File: src/rtl/deadtime_gate_driver.sv
// Three-phase gate driver: per-phase dead-time FSMs with registered gate outputs.
// Optional shoot-through fault latch enabled by defining SHOOT_THROUGH_FAULT_EN.
module deadtime_gate_driver #(
    parameter int DT_WIDTH = 8
) (
    input  logic                clk,
    input  logic                rst,
    input  logic                enable,
    input  logic [DT_WIDTH-1:0] dead_time,
    input  logic [2:0]          pwm_h_in,
    input  logic [2:0]          pwm_l_in,
    input  logic                fault_clr,
    output logic [2:0]          gate_h,
    output logic [2:0]          gate_l,
    output logic [2:0]          dt_active,
    output logic                fault
);

    typedef enum logic [2:0] {
        ST_OFF    = 3'd0,
        ST_H_WAIT = 3'd1,
        ST_H_ON   = 3'd2,
        ST_L_WAIT = 3'd3,
        ST_L_ON   = 3'd4
    } state_e;

    localparam logic [DT_WIDTH-1:0] DT_ZERO = {DT_WIDTH{1'b0}};
    localparam logic [DT_WIDTH-1:0] DT_ONE  = {{(DT_WIDTH-1){1'b0}}, 1'b1};

    state_e              state_q [3];
    state_e              state_d [3];
    logic [DT_WIDTH-1:0] cnt_q   [3];
    logic [DT_WIDTH-1:0] cnt_d   [3];

    logic [2:0] req_h_s;
    logic [2:0] req_l_s;
    logic [2:0] overlap_s;
    logic       hold_off_s;
    logic       fault_q;
    logic       fault_d;
    logic [2:0] gate_h_q;
    logic [2:0] gate_h_d;
    logic [2:0] gate_l_q;
    logic [2:0] gate_l_d;
    logic [2:0] dt_active_q;
    logic [2:0] dt_active_d;

    // Request decode: simultaneous high and low requests count as no request.
    always_comb begin
        overlap_s = pwm_h_in & pwm_l_in;
        req_h_s   = pwm_h_in & ~pwm_l_in;
        req_l_s   = pwm_l_in & ~pwm_h_in;
    end

`ifdef SHOOT_THROUGH_FAULT_EN
    // Fault latch: overlap sets it and wins over a simultaneous clear.
    always_comb begin
        if (|overlap_s) begin
            fault_d = 1'b1;
        end else if (fault_clr) begin
            fault_d = 1'b0;
        end else begin
            fault_d = fault_q;
        end
    end
`else
    logic unused_fault_s;

    // Without the fault feature the latch is tied off and the clear is ignored.
    always_comb begin
        fault_d        = 1'b0;
        unused_fault_s = fault_clr | (|overlap_s);
    end
`endif

    // Disable or an active fault forces every phase to OFF at this edge.
    always_comb begin
        hold_off_s = ~enable | fault_d;
    end

    // Per-phase next-state and dead-time counter.
    always_comb begin
        for (int i = 0; i < 3; i++) begin
            state_d[i] = state_q[i];
            cnt_d[i]   = cnt_q[i];
            if (hold_off_s) begin
                state_d[i] = ST_OFF;
                cnt_d[i]   = DT_ZERO;
            end else begin
                case (state_q[i])
                    ST_OFF: begin
                        if (req_h_s[i]) begin
                            if (dead_time == DT_ZERO) begin
                                state_d[i] = ST_H_ON;
                            end else begin
                                state_d[i] = ST_H_WAIT;
                                cnt_d[i]   = dead_time - DT_ONE;
                            end
                        end else if (req_l_s[i]) begin
                            if (dead_time == DT_ZERO) begin
                                state_d[i] = ST_L_ON;
                            end else begin
                                state_d[i] = ST_L_WAIT;
                                cnt_d[i]   = dead_time - DT_ONE;
                            end
                        end else begin
                            state_d[i] = ST_OFF;
                        end
                    end
                    ST_H_WAIT: begin
                        if (!req_h_s[i]) begin
                            state_d[i] = ST_OFF;
                            cnt_d[i]   = DT_ZERO;
                        end else if (cnt_q[i] == DT_ZERO) begin
                            state_d[i] = ST_H_ON;
                        end else begin
                            cnt_d[i] = cnt_q[i] - DT_ONE;
                        end
                    end
                    ST_H_ON: begin
                        if (!req_h_s[i]) begin
                            state_d[i] = ST_OFF;
                        end else begin
                            state_d[i] = ST_H_ON;
                        end
                    end
                    ST_L_WAIT: begin
                        if (!req_l_s[i]) begin
                            state_d[i] = ST_OFF;
                            cnt_d[i]   = DT_ZERO;
                        end else if (cnt_q[i] == DT_ZERO) begin
                            state_d[i] = ST_L_ON;
                        end else begin
                            cnt_d[i] = cnt_q[i] - DT_ONE;
                        end
                    end
                    ST_L_ON: begin
                        if (!req_l_s[i]) begin
                            state_d[i] = ST_OFF;
                        end else begin
                            state_d[i] = ST_L_ON;
                        end
                    end
                    default: begin
                        state_d[i] = ST_OFF;
                        cnt_d[i]   = DT_ZERO;
                    end
                endcase
            end
        end
    end

    // Output decode from the current state; a fault blanks the gates immediately.
    always_comb begin
        for (int i = 0; i < 3; i++) begin
            gate_h_d[i]    = (state_q[i] == ST_H_ON) & ~fault_d;
            gate_l_d[i]    = (state_q[i] == ST_L_ON) & ~fault_d;
            dt_active_d[i] = ((state_q[i] == ST_H_WAIT) | (state_q[i] == ST_L_WAIT)) & ~fault_d;
        end
    end

    // State, counter, fault and output registers.
    always_ff @(posedge clk or negedge rst) begin
        if (!rst) begin
            for (int i = 0; i < 3; i++) begin
                state_q[i] <= ST_OFF;
                cnt_q[i]   <= DT_ZERO;
            end
            fault_q     <= 1'b0;
            gate_h_q    <= 3'b000;
            gate_l_q    <= 3'b000;
            dt_active_q <= 3'b000;
        end else begin
            for (int i = 0; i < 3; i++) begin
                state_q[i] <= state_d[i];
                cnt_q[i]   <= cnt_d[i];
            end
            fault_q     <= fault_d;
            gate_h_q    <= gate_h_d;
            gate_l_q    <= gate_l_d;
            dt_active_q <= dt_active_d;
        end
    end

    assign gate_h    = gate_h_q;
    assign gate_l    = gate_l_q;
    assign dt_active = dt_active_q;
    assign fault     = fault_q;

endmodule

File: config.mk
export PLATFORM = sky130hd
export DESIGN_NAME = deadtime_gate_driver
export DESIGN_NICKNAME = d
export VERILOG_FILES = /design/src/rtl/deadtime_gate_driver.sv
export SDC_FILE = /design/constraint.sdc
export NUM_CORES = 1
export LEC_CHECK = 0
export ABC_AREA = 1
export BUFFER_PORTS_ARGS = -buffer_cell sky130_fd_sc_hd__buf_2
export CAP_MARGIN = 15
export CORE_MARGIN = 2
export CORE_UTILIZATION = 55
export CTS_BUF_LIST = sky130_fd_sc_hd__clkbuf_8
export DETAILED_ROUTE_END_ITERATION = 8
export PLACE_DENSITY = 0.75
export SLEW_MARGIN = 20
export SYNTH_ARGS = -nofsm -noshare
export SYNTH_HDL_FRONTEND = slang
export SYNTH_SLANG_ARGS = --single-unit
File: constraint.sdc
create_clock -name clk -period 4 [get_ports clk]
set_input_delay 0.8 -clock clk [delete_from_list [all_inputs] [get_ports clk]]
set_output_delay 0.8 -clock clk [all_outputs]
set_load 0.01 [all_outputs]
# Yosys cells after proc, flatten, opt, wreduce, memory -nomap -nowiden
# Cells that the tools add are included.
[op_classes]
n_addsub = 4
n_eq_ne = 24
n_mux = 56
bitwise_logic = 7
reduce_logical = 16
[op_table]
columns = ["cell", "n"]
rows = [
  ["8-bit 2-to-1 mux", 21],
  ["8-bit case mux with 4 select lines", 3],
  ["3-bit 2-to-1 mux", 25],
  ["3-bit case mux with 5 select lines", 3],
  ["4-bit inequality test (second input constant)", 9],
  ["8-bit logical NOT", 4],
  ["8-bit by 1-bit subtractor with 8-bit output (second input constant)", 4],
  ["3-bit by 2-bit equality test with 1-bit output (second input constant)", 6],
  ["2-bit AND reduction", 6],
  ["3-bit by 1-bit equality test with 1-bit output (second input constant)", 3],
  ["3-bit equality test (second input constant)", 3],
  ["3-bit logical NOT", 3],
  ["2-bit 2-to-1 mux", 4],
  ["3-bit AND", 2],
  ["2-bit inequality test (second input constant)", 3],
  ["3-bit NOT", 2],
  ["2-bit OR reduction", 3],
  ["1-bit bitwise OR", 3],
]
[word_totals]
reg_bits = 42
out_inout_bits = 10

# Longest topological paths before layout
[depth]
ltp_word = 6
ltp_mapped = 11
mapped_depth_nobuf = 11

# Least setup slack after synthesis
# No wires, ideal clock.
[synth_timing]
path_type = "input to register"
start = "input port dead_time[0]"
end = "register cnt_q[10] (netlist name)"
arrival_ns = 1.763
slack_ns = 2.121
path_stages = 11
path_buffers = 0
path_cell_list = "inv_2 ha_1 nand2_1 nor2_2 nand2_4 nand2_1 nand2_1 nand2_2 nor2_4 nand2_1 nand2_1"
[synth_via]
elab_chain_len = 6
elab_cells_between_ends = 7
cone_classes = "add/sub: 1; mux: 5; reduce/logical: 1"
[synth_rtl]
columns = ["element", "line", "text"]
rows = [
  ["from (decl)", "9", "input logic [DT_WIDTH-1:0] dead_time,"],
  ["8-bit by 1-bit subtractor with 8-bit output / 8-bit logical NOT (equally long branches)", "n/a", ""],
  ["8-bit 2-to-1 mux (*)", "93, 100", ""],
  ["8-bit 2-to-1 mux", "99", "end else if (req_l_s[i]) begin"],
  ["8-bit 2-to-1 mux (*)", "92", "if (req_h_s[i]) begin"],
  ["8-bit case mux with 4 select lines (*)", "90", "case (state_q[i])"],
  ["8-bit 2-to-1 mux (*)", "86", "if (hold_off_s) begin"],
  ["to (signal, indexed assignment)", "176", "cnt_q[i] <= cnt_d[i];"],
  ["to (decl)", "32", "logic [DT_WIDTH-1:0] cnt_q [3];"],
]
# Mark *: on every way between the ends. The rest lies on a longest branch, timed or not. The select of a mux whose other input is x is not followed.
# A chain may end at the register's enable or synchronous reset.

# Worst setup path after layout
[layout_timing]
start = "input port dead_time[0]"
end = "register cnt_q[2] (netlist name)"
# The elaborated chain is that of the path after synthesis.

==> impl_metrics.ini <==
[power_and_ir_drop]
p_leak_nw = 2.006
irDropWorstVdd_v = 0.0002042
p_per_area_nw_per_um2 = 386.0

[clocking]
clock_sinks = 42
clkTransAtPathRegs_ps = 80
cts_buffer_depth = 2
cts_setup_buffers = 0
cts_buffers = 5
cts_tree = done
cts_htree_levels = 2
clock_latency_ps = 300
root_buffer = clkbuf_8
hold_buffers = 0
post_cts_resized = 0

[finish]
area_delta_synth_final_pct = 9.499
drive_above_1_share_pct = 16.27
antenna_cells = 0
nets = 535
layout_commonest_cell = nand2_1
stdcell_area_um2 = 3447
layout_common_cells = 207 x nand2_1, 46 x nor2_1, 42 x dfrtp_1
final_util_pct = 62.60
finalNonFillerCells = 582

[route]
drt_iter0_markers = 198
vias = 3044
vias_per_cell = 5.230
drc_errors = 0
drt-total-wl_um = 7304
wl_per_cell_um = 12.55
postRouteAntennaNets = 0
first_pass_iters = 4

[critical_path]
cp_common_cell = nand3_1
crit_path_start_kind = primary input
cp.arrival_ps = 2330
crit_path_end_kind = flop
slowest_delay_ps = 340
cp_cell_sequence = buf_2 > inv_2 > ha_1 > nand3_1 > nor2_2 > nand3_1 > nand3_1 > nand2_1 > nand2_1
cp_max_fo = 8
worstPathRequired_ps = 4240
crit_type = in2reg
crit_start = dead_time[0]
critPathSlowestCell = nor2_2
timing.rr.start = state_q[3]

[global_routing]
grt_max_degree = 43
track_usage_pct = 25.57
overflow = 0
grt_pass1_wl_um = 12620
antenna_found_initial = 0
grt_pass1_vias = 2758

[logic_synthesis]
synth-async-reset-ratio_pct = 100.0
synth_top_area_cell = dfrtp_1
ys_ff_latch = 42
ys_seq_area_share_pct = 33.39
syn_inst = 482
synth_top_family_by_area = simple AND/OR/NAND/NOR gates
syn-num-nets = 507
yosys.area_share.simple_pct = 46.18
yosysUniqueCellTypes = 36
postSynthAreaPerCell_um2 = 6.531
synthMuxAreaShare_pct = 0
yosysWarnings = 0
synth_edf_count = 0
synth_ff_type = dfrtp_1
synth_adder_area_share_pct = 2.782
synth-xor-area-share_pct = 3.060
netlist_top_cells_area = dfrtp_1 33%, nand2_1 25%, nor2_1 5.5%
synth_compound_area_share_pct = 6.955
synth.top_cell.area_share_pct = 33.39
synth_area_um2 = 3148

[timing]
maxSlewViolCount = 0
finalCriticalPeriod_ps = 2093
rsz0062_at_grt = no
finalHoldViolations = 0
hold_ws_ps = 513.9
period_share_pct = 52.32
setup_violations = 0
tns_ps = 0
slew_headroom_pct = 35.37
worst_slew_pin_slew_ps = 969.4
max_freq_mhz = 477.8
skew_ps = 3.154

[flow_run]
cap_viol_max_count = 0

[floorplan]
fp.dieArea_um2 = 6345
core_um2 = 5507
start_util_pct = 57.17
dieWidth_um = 79.66
die_h_um = 79.66
io_pins = 28
rows = 27

[place]
place.detailed.instances = 575
place_congestion = 0.8982
portBuffers = 25
post-dp-hpwl_um = 5339
placed_area_um2 = 3334

[worst_hold_path]
holdCritPathClass = reg2reg
hold_start = cnt_q[16]

[outcome]
status = complete, no violations
flip-flops by register name, summed over array words and instances, names as in the netlist:
register / flops
gate_l: 3
state_q: 9
dt_active: 3
cnt_q: 24
gate_h: 3
per-stage QoR:
step	power, mW	setup WS [ps]
detailed placement	0.9783	1586
finish	1.331	1907
CTS	1.336	1886
global route	1.435	1766
global placement	0.9660	1617
floorplan	0.8779	2121
layout make-up:
cell class                      count  area (µm²)
Fill cell                         498        2059
Multi-Input combinational cell    381        1861
Sequential cell                    42        1051
Inverter                           55       207.7
Timing Repair Buffer               25       125.1
Tap cell                           72       90.09
Clock buffer                        6       82.58
Clock inverter                      1       30.03
layer usage:
metal	vias up	wire [µm]	GRT usage, %
met5	-	0	0
met4	0	98	6.724
met3	8	335	3.959
met2	80	3420	41.43
met1	1386	3450	35.67
li1	1570	-	-
final timing paths:
check                        endpoint  cells past startpoint  slack (ps)
max in group asynchronous   cnt_q[15]                      1        2760
hold / removal              cnt_q[16]                      2         510
setup / recovery             cnt_q[2]                      9        1910
setup reg to reg             cnt_q[9]                      5        2330
min in group asynchronous  state_q[2]                      1         650
hold reg to reg             cnt_q[16]                      2         510
cell families (layout without fill, tap and decap cells):
logic type	after synthesis	in the layout
compound gates	36	36
xor+xnor	11	11
simple gates	326	326
buf+inv	59	87
flops	42	42
fa+ha+maj	7	7
other cells	1	1
worst max-delay path: cells and delay by family:
kind                       cells  cell delay, ps
and+or+nand+nor                6            1060
buffers and inverters          2             240
adders and majority gates      1             220
cells in the mapped netlist, drive strengths merged (3+ instances only):
library cell and n:
o21ai 26, nand3 38, buf 4, nor2 59, dfrtp 42, xor2 8, xnor2 3, nand2 216
ha 7, nand4 7, a21oi 6, nor3 4, inv 54
power by group:
part / total [mW] / switching (mW) / internal [mW]
clock: 0.354 / 0.154 / 0.200
sequential: 0.505 / 0.0417 / 0.464
combinational: 0.471 / 0.311 / 0.160
total: 1.33 / 0.507 / 0.824
No activity file was read; power rests on OpenSTA's default activity.
